File: src/rtl/tour_swap_driver.sv
// Local-search initiator: walks the tour RAM one 4-vertex window at a time and asks the
// adjacent-swap checker for a verdict. It writes back swapped vertices and repeats passes until the tour settles.
module tour_swap_driver #(
  parameter int N          = 16,
  parameter int AW         = 4,
  parameter int MAX_PASSES = 8
) (
  input  logic          clk,
  input  logic          rst,
  input  logic          start,
  output logic          busy,
  output logic          done,
  output logic [15:0]   swap_count,
  output logic [31:0]   gain,
  output logic          rd_en,
  output logic [AW-1:0] rd_addr,
  input  logic [15:0]   rd_data,
  output logic          wr_en,
  output logic [AW-1:0] wr_addr,
  output logic [15:0]   wr_data,
  output logic          chk_rst,
  output logic [7:0]    chk_x1,
  output logic [7:0]    chk_y1,
  output logic [7:0]    chk_x2,
  output logic [7:0]    chk_y2,
  output logic [7:0]    chk_x3,
  output logic [7:0]    chk_y3,
  output logic [7:0]    chk_x4,
  output logic [7:0]    chk_y4,
  input  logic          chk_res,
  input  logic          chk_complete,
  input  logic [31:0]   chk_difference
);

  typedef enum logic [2:0] {
    S_IDLE, S_READ, S_CHKRST, S_WAIT, S_WR1, S_WR2, S_NEXT, S_DONE
  } state_t;

  state_t        state, state_nxt;
  logic [2:0]    k;
  logic [AW-1:0] idx;
  logic [7:0]    pass_cnt;
  logic          pass_swapped;
  logic [15:0]   win [4];
  logic [8:0]    next_pass;
  logic          more_passes;
  logic          last_idx;

  // Window offsets stay below 2N, so a single conditional subtract reduces mod N.
  function automatic logic [AW-1:0] wrap_add(input logic [AW-1:0] base, input logic [2:0] off);
    logic [AW:0] sum;
    sum = {1'b0, base} + (AW+1)'(off);
    if (sum >= (AW+1)'(N)) sum = sum - (AW+1)'(N);
    return sum[AW-1:0];
  endfunction

  function automatic logic [15:0] sat_inc16(input logic [15:0] v);
    return (v == 16'hFFFF) ? v : v + 16'd1;
  endfunction

  assign next_pass   = {1'b0, pass_cnt} + 9'd1;
  assign more_passes = next_pass < 9'(MAX_PASSES);
  assign last_idx    = (idx == AW'(N - 1));

  assign chk_x1 = win[0][15:8];
  assign chk_y1 = win[0][7:0];
  assign chk_x2 = win[1][15:8];
  assign chk_y2 = win[1][7:0];
  assign chk_x3 = win[2][15:8];
  assign chk_y3 = win[2][7:0];
  assign chk_x4 = win[3][15:8];
  assign chk_y4 = win[3][7:0];

  always_ff @(posedge clk or posedge rst) begin
    if (rst) state <= S_IDLE;
    else     state <= state_nxt;
  end

  always_comb begin
    state_nxt = state;
    busy      = (state != S_IDLE);
    done      = (state == S_DONE);
    chk_rst   = (state != S_WAIT);
    rd_en     = 1'b0;
    rd_addr   = '0;
    wr_en     = 1'b0;
    wr_addr   = '0;
    wr_data   = '0;
    case (state)
      S_IDLE:   if (start) state_nxt = S_READ;
      S_READ: begin
        if (k < 3'd4) begin
          rd_en   = 1'b1;
          rd_addr = wrap_add(idx, k);
        end else begin
          state_nxt = S_CHKRST;
        end
      end
      S_CHKRST: state_nxt = S_WAIT;
      S_WAIT:   if (chk_complete) state_nxt = chk_res ? S_WR1 : S_NEXT;
      S_WR1: begin
        wr_en     = 1'b1;
        wr_addr   = wrap_add(idx, 3'd1);
        wr_data   = win[2];
        state_nxt = S_WR2;
      end
      S_WR2: begin
        wr_en     = 1'b1;
        wr_addr   = wrap_add(idx, 3'd2);
        wr_data   = win[1];
        state_nxt = S_NEXT;
      end
      S_NEXT:   state_nxt = (!last_idx || (pass_swapped && more_passes)) ? S_READ : S_DONE;
      S_DONE:   state_nxt = S_IDLE;
      default:  state_nxt = S_IDLE;
    endcase
  end

  // Read data lags rd_en by one cycle, so step k captures the word requested at step k-1.
  always_ff @(posedge clk or posedge rst) begin
    if (rst) begin
      k            <= '0;
      idx          <= '0;
      pass_cnt     <= '0;
      pass_swapped <= 1'b0;
      swap_count   <= '0;
      gain         <= '0;
      for (int j = 0; j < 4; j++) win[j] <= '0;
    end else begin
      case (state)
        S_IDLE: begin
          if (start) begin
            swap_count   <= '0;
            gain         <= '0;
            idx          <= '0;
            pass_cnt     <= '0;
            pass_swapped <= 1'b0;
            k            <= '0;
          end
        end
        S_READ: begin
          if (k != 3'd0) win[2'(k - 3'd1)] <= rd_data;
          k <= (k == 3'd4) ? 3'd0 : k + 3'd1;
        end
        S_WAIT: begin
          if (chk_complete && chk_res) begin
            gain         <= gain + chk_difference;
            swap_count   <= sat_inc16(swap_count);
            pass_swapped <= 1'b1;
          end
        end
        S_NEXT: begin
          k <= '0;
          if (!last_idx) begin
            idx <= idx + AW'(1);
          end else if (pass_swapped && more_passes) begin
            idx          <= '0;
            pass_swapped <= 1'b0;
            pass_cnt     <= pass_cnt + 8'd1;
          end
        end
        default: ;
      endcase
    end
  end

endmodule

File: config.mk
export PLATFORM = sky130hd
export DESIGN_NAME = tour_swap_driver
export DESIGN_NICKNAME = d
export VERILOG_FILES = /design/src/rtl/tour_swap_driver.sv
export SDC_FILE = /design/constraint.sdc
export NUM_CORES = 1
export LEC_CHECK = 0
export ABC_AREA = 1
export CAP_MARGIN = 25
export CELL_PAD_IN_SITES_DETAIL_PLACEMENT = 1
export CELL_PAD_IN_SITES_GLOBAL_PLACEMENT = 1
export CORE_MARGIN = 2
export CORE_UTILIZATION = 36
export CTS_CLUSTER_DIAMETER = 50
export DETAILED_ROUTE_END_ITERATION = 12
export PLACE_DENSITY_LB_ADDON = 0.1
export SLEW_MARGIN = 20
export SYNTH_ARGS = -nofsm -noshare
export SYNTH_HDL_FRONTEND = slang
export SYNTH_SLANG_ARGS = --single-unit
File: constraint.sdc
create_clock -name clk -period 5.5 [get_ports clk]
set_input_delay 1.1 -clock clk [delete_from_list [all_inputs] [get_ports clk]]
set_output_delay 1.1 -clock clk [all_outputs]
set_load 0.05 [all_outputs]
==> implementation parameters <==
Parameter                              Value

Status
  Outcome    completed

Layout
  Most frequent cells in the layout    sky130_fd_sc_hd__nand2_1, sky130_fd_sc_hd__clkdlybuf4s50_1, sky130_fd_sc_hd__inv_1
  Area of the multi-input gates    about 0.0042 sq mm
  Area Overhead vs Synth    34.7%
  Final Instance Count excl. Fillers    approximately 1600
  Final #Nets    between 1000 and 1500
  Share of cells above drive strength 1    about 4.7%
  Design area    approximately 0.011 sq mm
  Diodes inserted    0
  Filler Cell Count    ~2700
  Area of all sequential standard cells    roughly 0.0033 sq mm
  Most common library cell in the layout ignoring fill and taps    sky130_fd_sc_hd__nand2_1

Clock tree
  CTS tree    built
  H-tree level count    4
  Setup fix buffers added after clock tree synthesis    0
  Number of cells upsized or downsized after cts    0
  Worst-skew pair later-pin latency    ~0.43 ns
  CTS root buffer    sky130_fd_sc_hd__clkbuf_16
  Clock-pin slew on the worst setup and hold paths    0.07 ns
  Maximum count of clock buffers along a single path    2
  Count of hold buffers inserted by post-cts repair    0
  Cts bufs inserted    17
  Number of sinks on the clock net    around 130

Setup path
  Launch point of the worst reg-to-reg path    state[2]$_DFFE_PP0P_
  Termination of the worst setup path    wr_addr[1]
  Worst R2R Path Depth    9
  Biggest fanout along the worst timing path    23
  WS Path Type    flop to output port
  CP arrival    around 3.7 ns
  Cell type group with the largest total delay on the critical path    buffers and inverters
  Chain of cells forming the critical path    inv_2 > nor2_2 > inv_1 > o21ai_0 > clkdlybuf4s50_1
  Type of destination of the critical path    output port
  Cell with the largest stage delay on the worst path    sky130_fd_sc_hd__dfrtp_1
  Count of cell instances traversed by the critical path    5
  Critical Path Start    state[2]$_DFFE_PP0P_
  Setup slack on the worst flop-to-flop path    between 2 and 2.5 ns
  Reg-to-Reg End    gain[19]$_DFFE_PP0P_
  Kind of start point of the critical path    flop
  Count of buffer and inverter cells on the critical path    3
  Data required time at the worst endpoint    approximately 4.4 ns
  Critical path's largest stage delay    between 1 and 1.5 ns

Yosys
  Ys flop type    sky130_fd_sc_hd__dfrtp_1
  Mean instance size in the synthesized netlist    7.20 sq um
  Netlist Area Pre-Place    roughly 0.008 sq mm
  Post-synthesis instance total    1128
  Yosys warning total    0
  Total of flip-flops plus latches after synthesis    approximately 130
  Compound-gate portion of the synthesized area    12.6%
  Count of distinct cell types in the synthesized netlist    41
  Synthesized net count    between 1000 and 1500
  Number of enable flip-flop cells after synthesis    0
  Part of the Yosys area used for sequential elements    approximately two fifths
  Post-synthesis share of cell area spent on and, or, nand and nor gates    around 30%
  Share of synthesized cell area in full adder, half adder and majority cells    under 10%
  Combinational family with the most area after synthesis    simple AND/OR/NAND/NOR gates
  Portion of netlist area occupied by mux cells    0%
  Async set-or-reset flop fraction in the synthesized netlist    100%
  Xor/xnor cell area share of the yosys netlist    ~1.7%

Floorplan
  Die Span Y    between 150 and 200 microns
  Total die area    around 0.024 sq mm
  Core footprint    around 0.022 sq mm
  Horizontal die dimension    about 150 microns
  I/O pin count    between 150 and 200
  Row Count    54
  Initial Utilization    between 30% and 40%

Timing
  Worst hold slack    0.488 ns
  Number of failing setup endpoints in the final timing report    0
  Post-route clock skew    0.0190 ns
  Final count of hold timing violations    0
  Setup repair after global routing missed its margin    no
  Slew Limit Fails    0
  Final period utilization    87.1%
  Worst slew margin    about a third
  Peak clock frequency supported by timing    ~210 MHz
  Transition time of the tightest slew-check pin    slightly above 1 ns
  Final worst path period need    roughly 4.8 ns
  Setup_tns    0 ns

Power
  Sequential group share of total power    between 20% and 30%
  Logic pwr share    a little under 60%
  Portion of total power attributed to the clock network    16.7%
  Internal Dissipation    around 3.2 mW
  Tot Pwr    just under 7 mW
  Switching power of the nets    3.73 mW
  Cell leakage power    about 5.4 nW
  Power per unit of standard cell area    635 mW/mm^2
  Max rail drop VDD    between 0.3 and 0.4 mV
  Proportion of total power due to net switching    53.8%

Detailed routing
  Starting DRT DRC Count    roughly 260
  Remaining routing DRC violations    0
  Average wire length per cell after detail routing    between 15 and 20 microns
  Total iterations of the first detailed-routing run    4
  Total length of routed wires    between 20000 and 30000 microns
  Vias after detailed routing    approximately 8000
  Per-cell via count in the routed design    ~5
  Remaining number of nets flagged by the antenna check after routing    0

Hold path
  Worst min path class    flop to flop

Global route
  Gr ovfl total    0
  Maximum number of pins on one net before global-route repair    79
  Wire length of the first global-routing pass    around 44000 microns
  Antenna violations before repair    0
  Total GRT Usage    23.1%
  Number of global-route vias before repair    8774

Placement
  Number of buffer cells added on primary ports    193
  Total instance count after detailed placement    1580
  Post-DP Area    ~0.010 sq mm
  GP Congestion    about 0.84
  Dpl hpwl    around 20000 microns

Run
  Count of maximum capacitance violations    0
final cells by class:
class / instances / share of cell area, %
Inverter: 147 / 5.09
Sequential cell: 131 / 30.0
Clock buffer: 17 / 3.89
Multi-Input combinational cell: 822 / 38.0
Timing Repair Buffer: 200 / 18.3
Clock inverter: 15 / 1.61
Tap cell: 280 / 3.20
power by group through the flow:
| stage | clock network [mW] | registers (mW) | logic (mW) |
|---|---|---|---|
| 2_1_floorplan | 0 | 2.81 | 1.58 |
| 3_3_place_gp | 0 | 1.70 | 4.02 |
| 3_5_place_dp | 0 | 1.71 | 4.09 |
| 4_1_cts | 1.18 | 1.70 | 4.12 |
| 5_1_grt | 1.23 | 1.76 | 4.43 |
| 6_report | 1.16 | 1.70 | 4.09 |
layer usage:
metal	routed length, microns	vias to the layer above	GRT usage [%]
li1	-	4014	-
met1	11800	3854	28.4
met2	13100	149	41.2
met3	1110	27	4.93
met4	535	0	6.10
met5	0	-	0
registers in the layout, indices dropped and copies added, names as in the netlist:
name and flops:
pass_swapped 1, pass_cnt 8, chk_x1 8, idx 4, state 3, chk_y2 8
chk_y1 8, k 3, gain 32, chk_y3 8, chk_x4 8, chk_y4 8
swap_count 16, chk_x2 8, chk_x3 8
through the flow:
| stage | setup slack (ns) | util [%] |
|---|---|---|
| after floorplan | 0.902 | - |
| after global placement | 1.36 | 46.9 |
| after detailed placement | 1.16 | 47.0 |
| after CTS | 0.694 | 49.8 |
| after global routing | 0.538 | 49.8 |
| final | 0.707 | 49.8 |
cells in the mapped netlist, drive strengths merged (3+ instances only):
cell    instances  area share (%)
a21oi          37             2.3
xnor2           8            0.86
dfrtp         131              40
nand3b          5            0.46
clkbuf         12            0.55
ha             43             6.6
buf            16             1.2
nor3           10            0.82
nand2         406              19
xor2            8            0.86
and2            3            0.25
nor2           75             3.7
nand4          12            0.92
inv           147             6.8
or2             4            0.31
o31ai           8            0.74
a32o           18             2.2
o21ai         107             6.6
nand3          67             4.2
worst reg2reg max path, delay by kind of cell (launching register included):
kind	cells	cell delay, ns
buffers and inverters	4	1.29
AO/OA/AOI/OAI	1	0.11
AND/OR/NAND/NOR	4	0.60
flip-flops	1	1.02
cell families (layout without fill, tap and decap cells):
logic type,count (synthesis),count (layout)
AO/OA/AOI/OAI,178,178
adder cells (fa/ha/maj),45,45
AND/OR/NAND/NOR,583,583
flip-flops,131,131
XOR/XNOR,16,16
buffers and inverters,175,379
how the worst min path moves through the flow:
| stage | from | to | cells after the start |
|---|---|---|---|
| floorplan | pass_swapped$_DFFE_PP0P_ | pass_swapped$_DFFE_PP0P_ | 2 |
| global placement | chk_y1[3]$_DFFE_PP0P_ | chk_y1[3]$_DFFE_PP0P_ | 2 |
| detailed placement | chk_y1[0]$_DFFE_PP0P_ | chk_y1[0]$_DFFE_PP0P_ | 2 |
| CTS | chk_y1[0]$_DFFE_PP0P_ | chk_y1[0]$_DFFE_PP0P_ | 2 |
| global route | chk_x4[6]$_DFFE_PP0P_ | chk_x4[6]$_DFFE_PP0P_ | 2 |
| finish | chk_x4[6]$_DFFE_PP0P_ | chk_x4[6]$_DFFE_PP0P_ | 2 |
No activity file was read; power rests on OpenSTA's default activity.
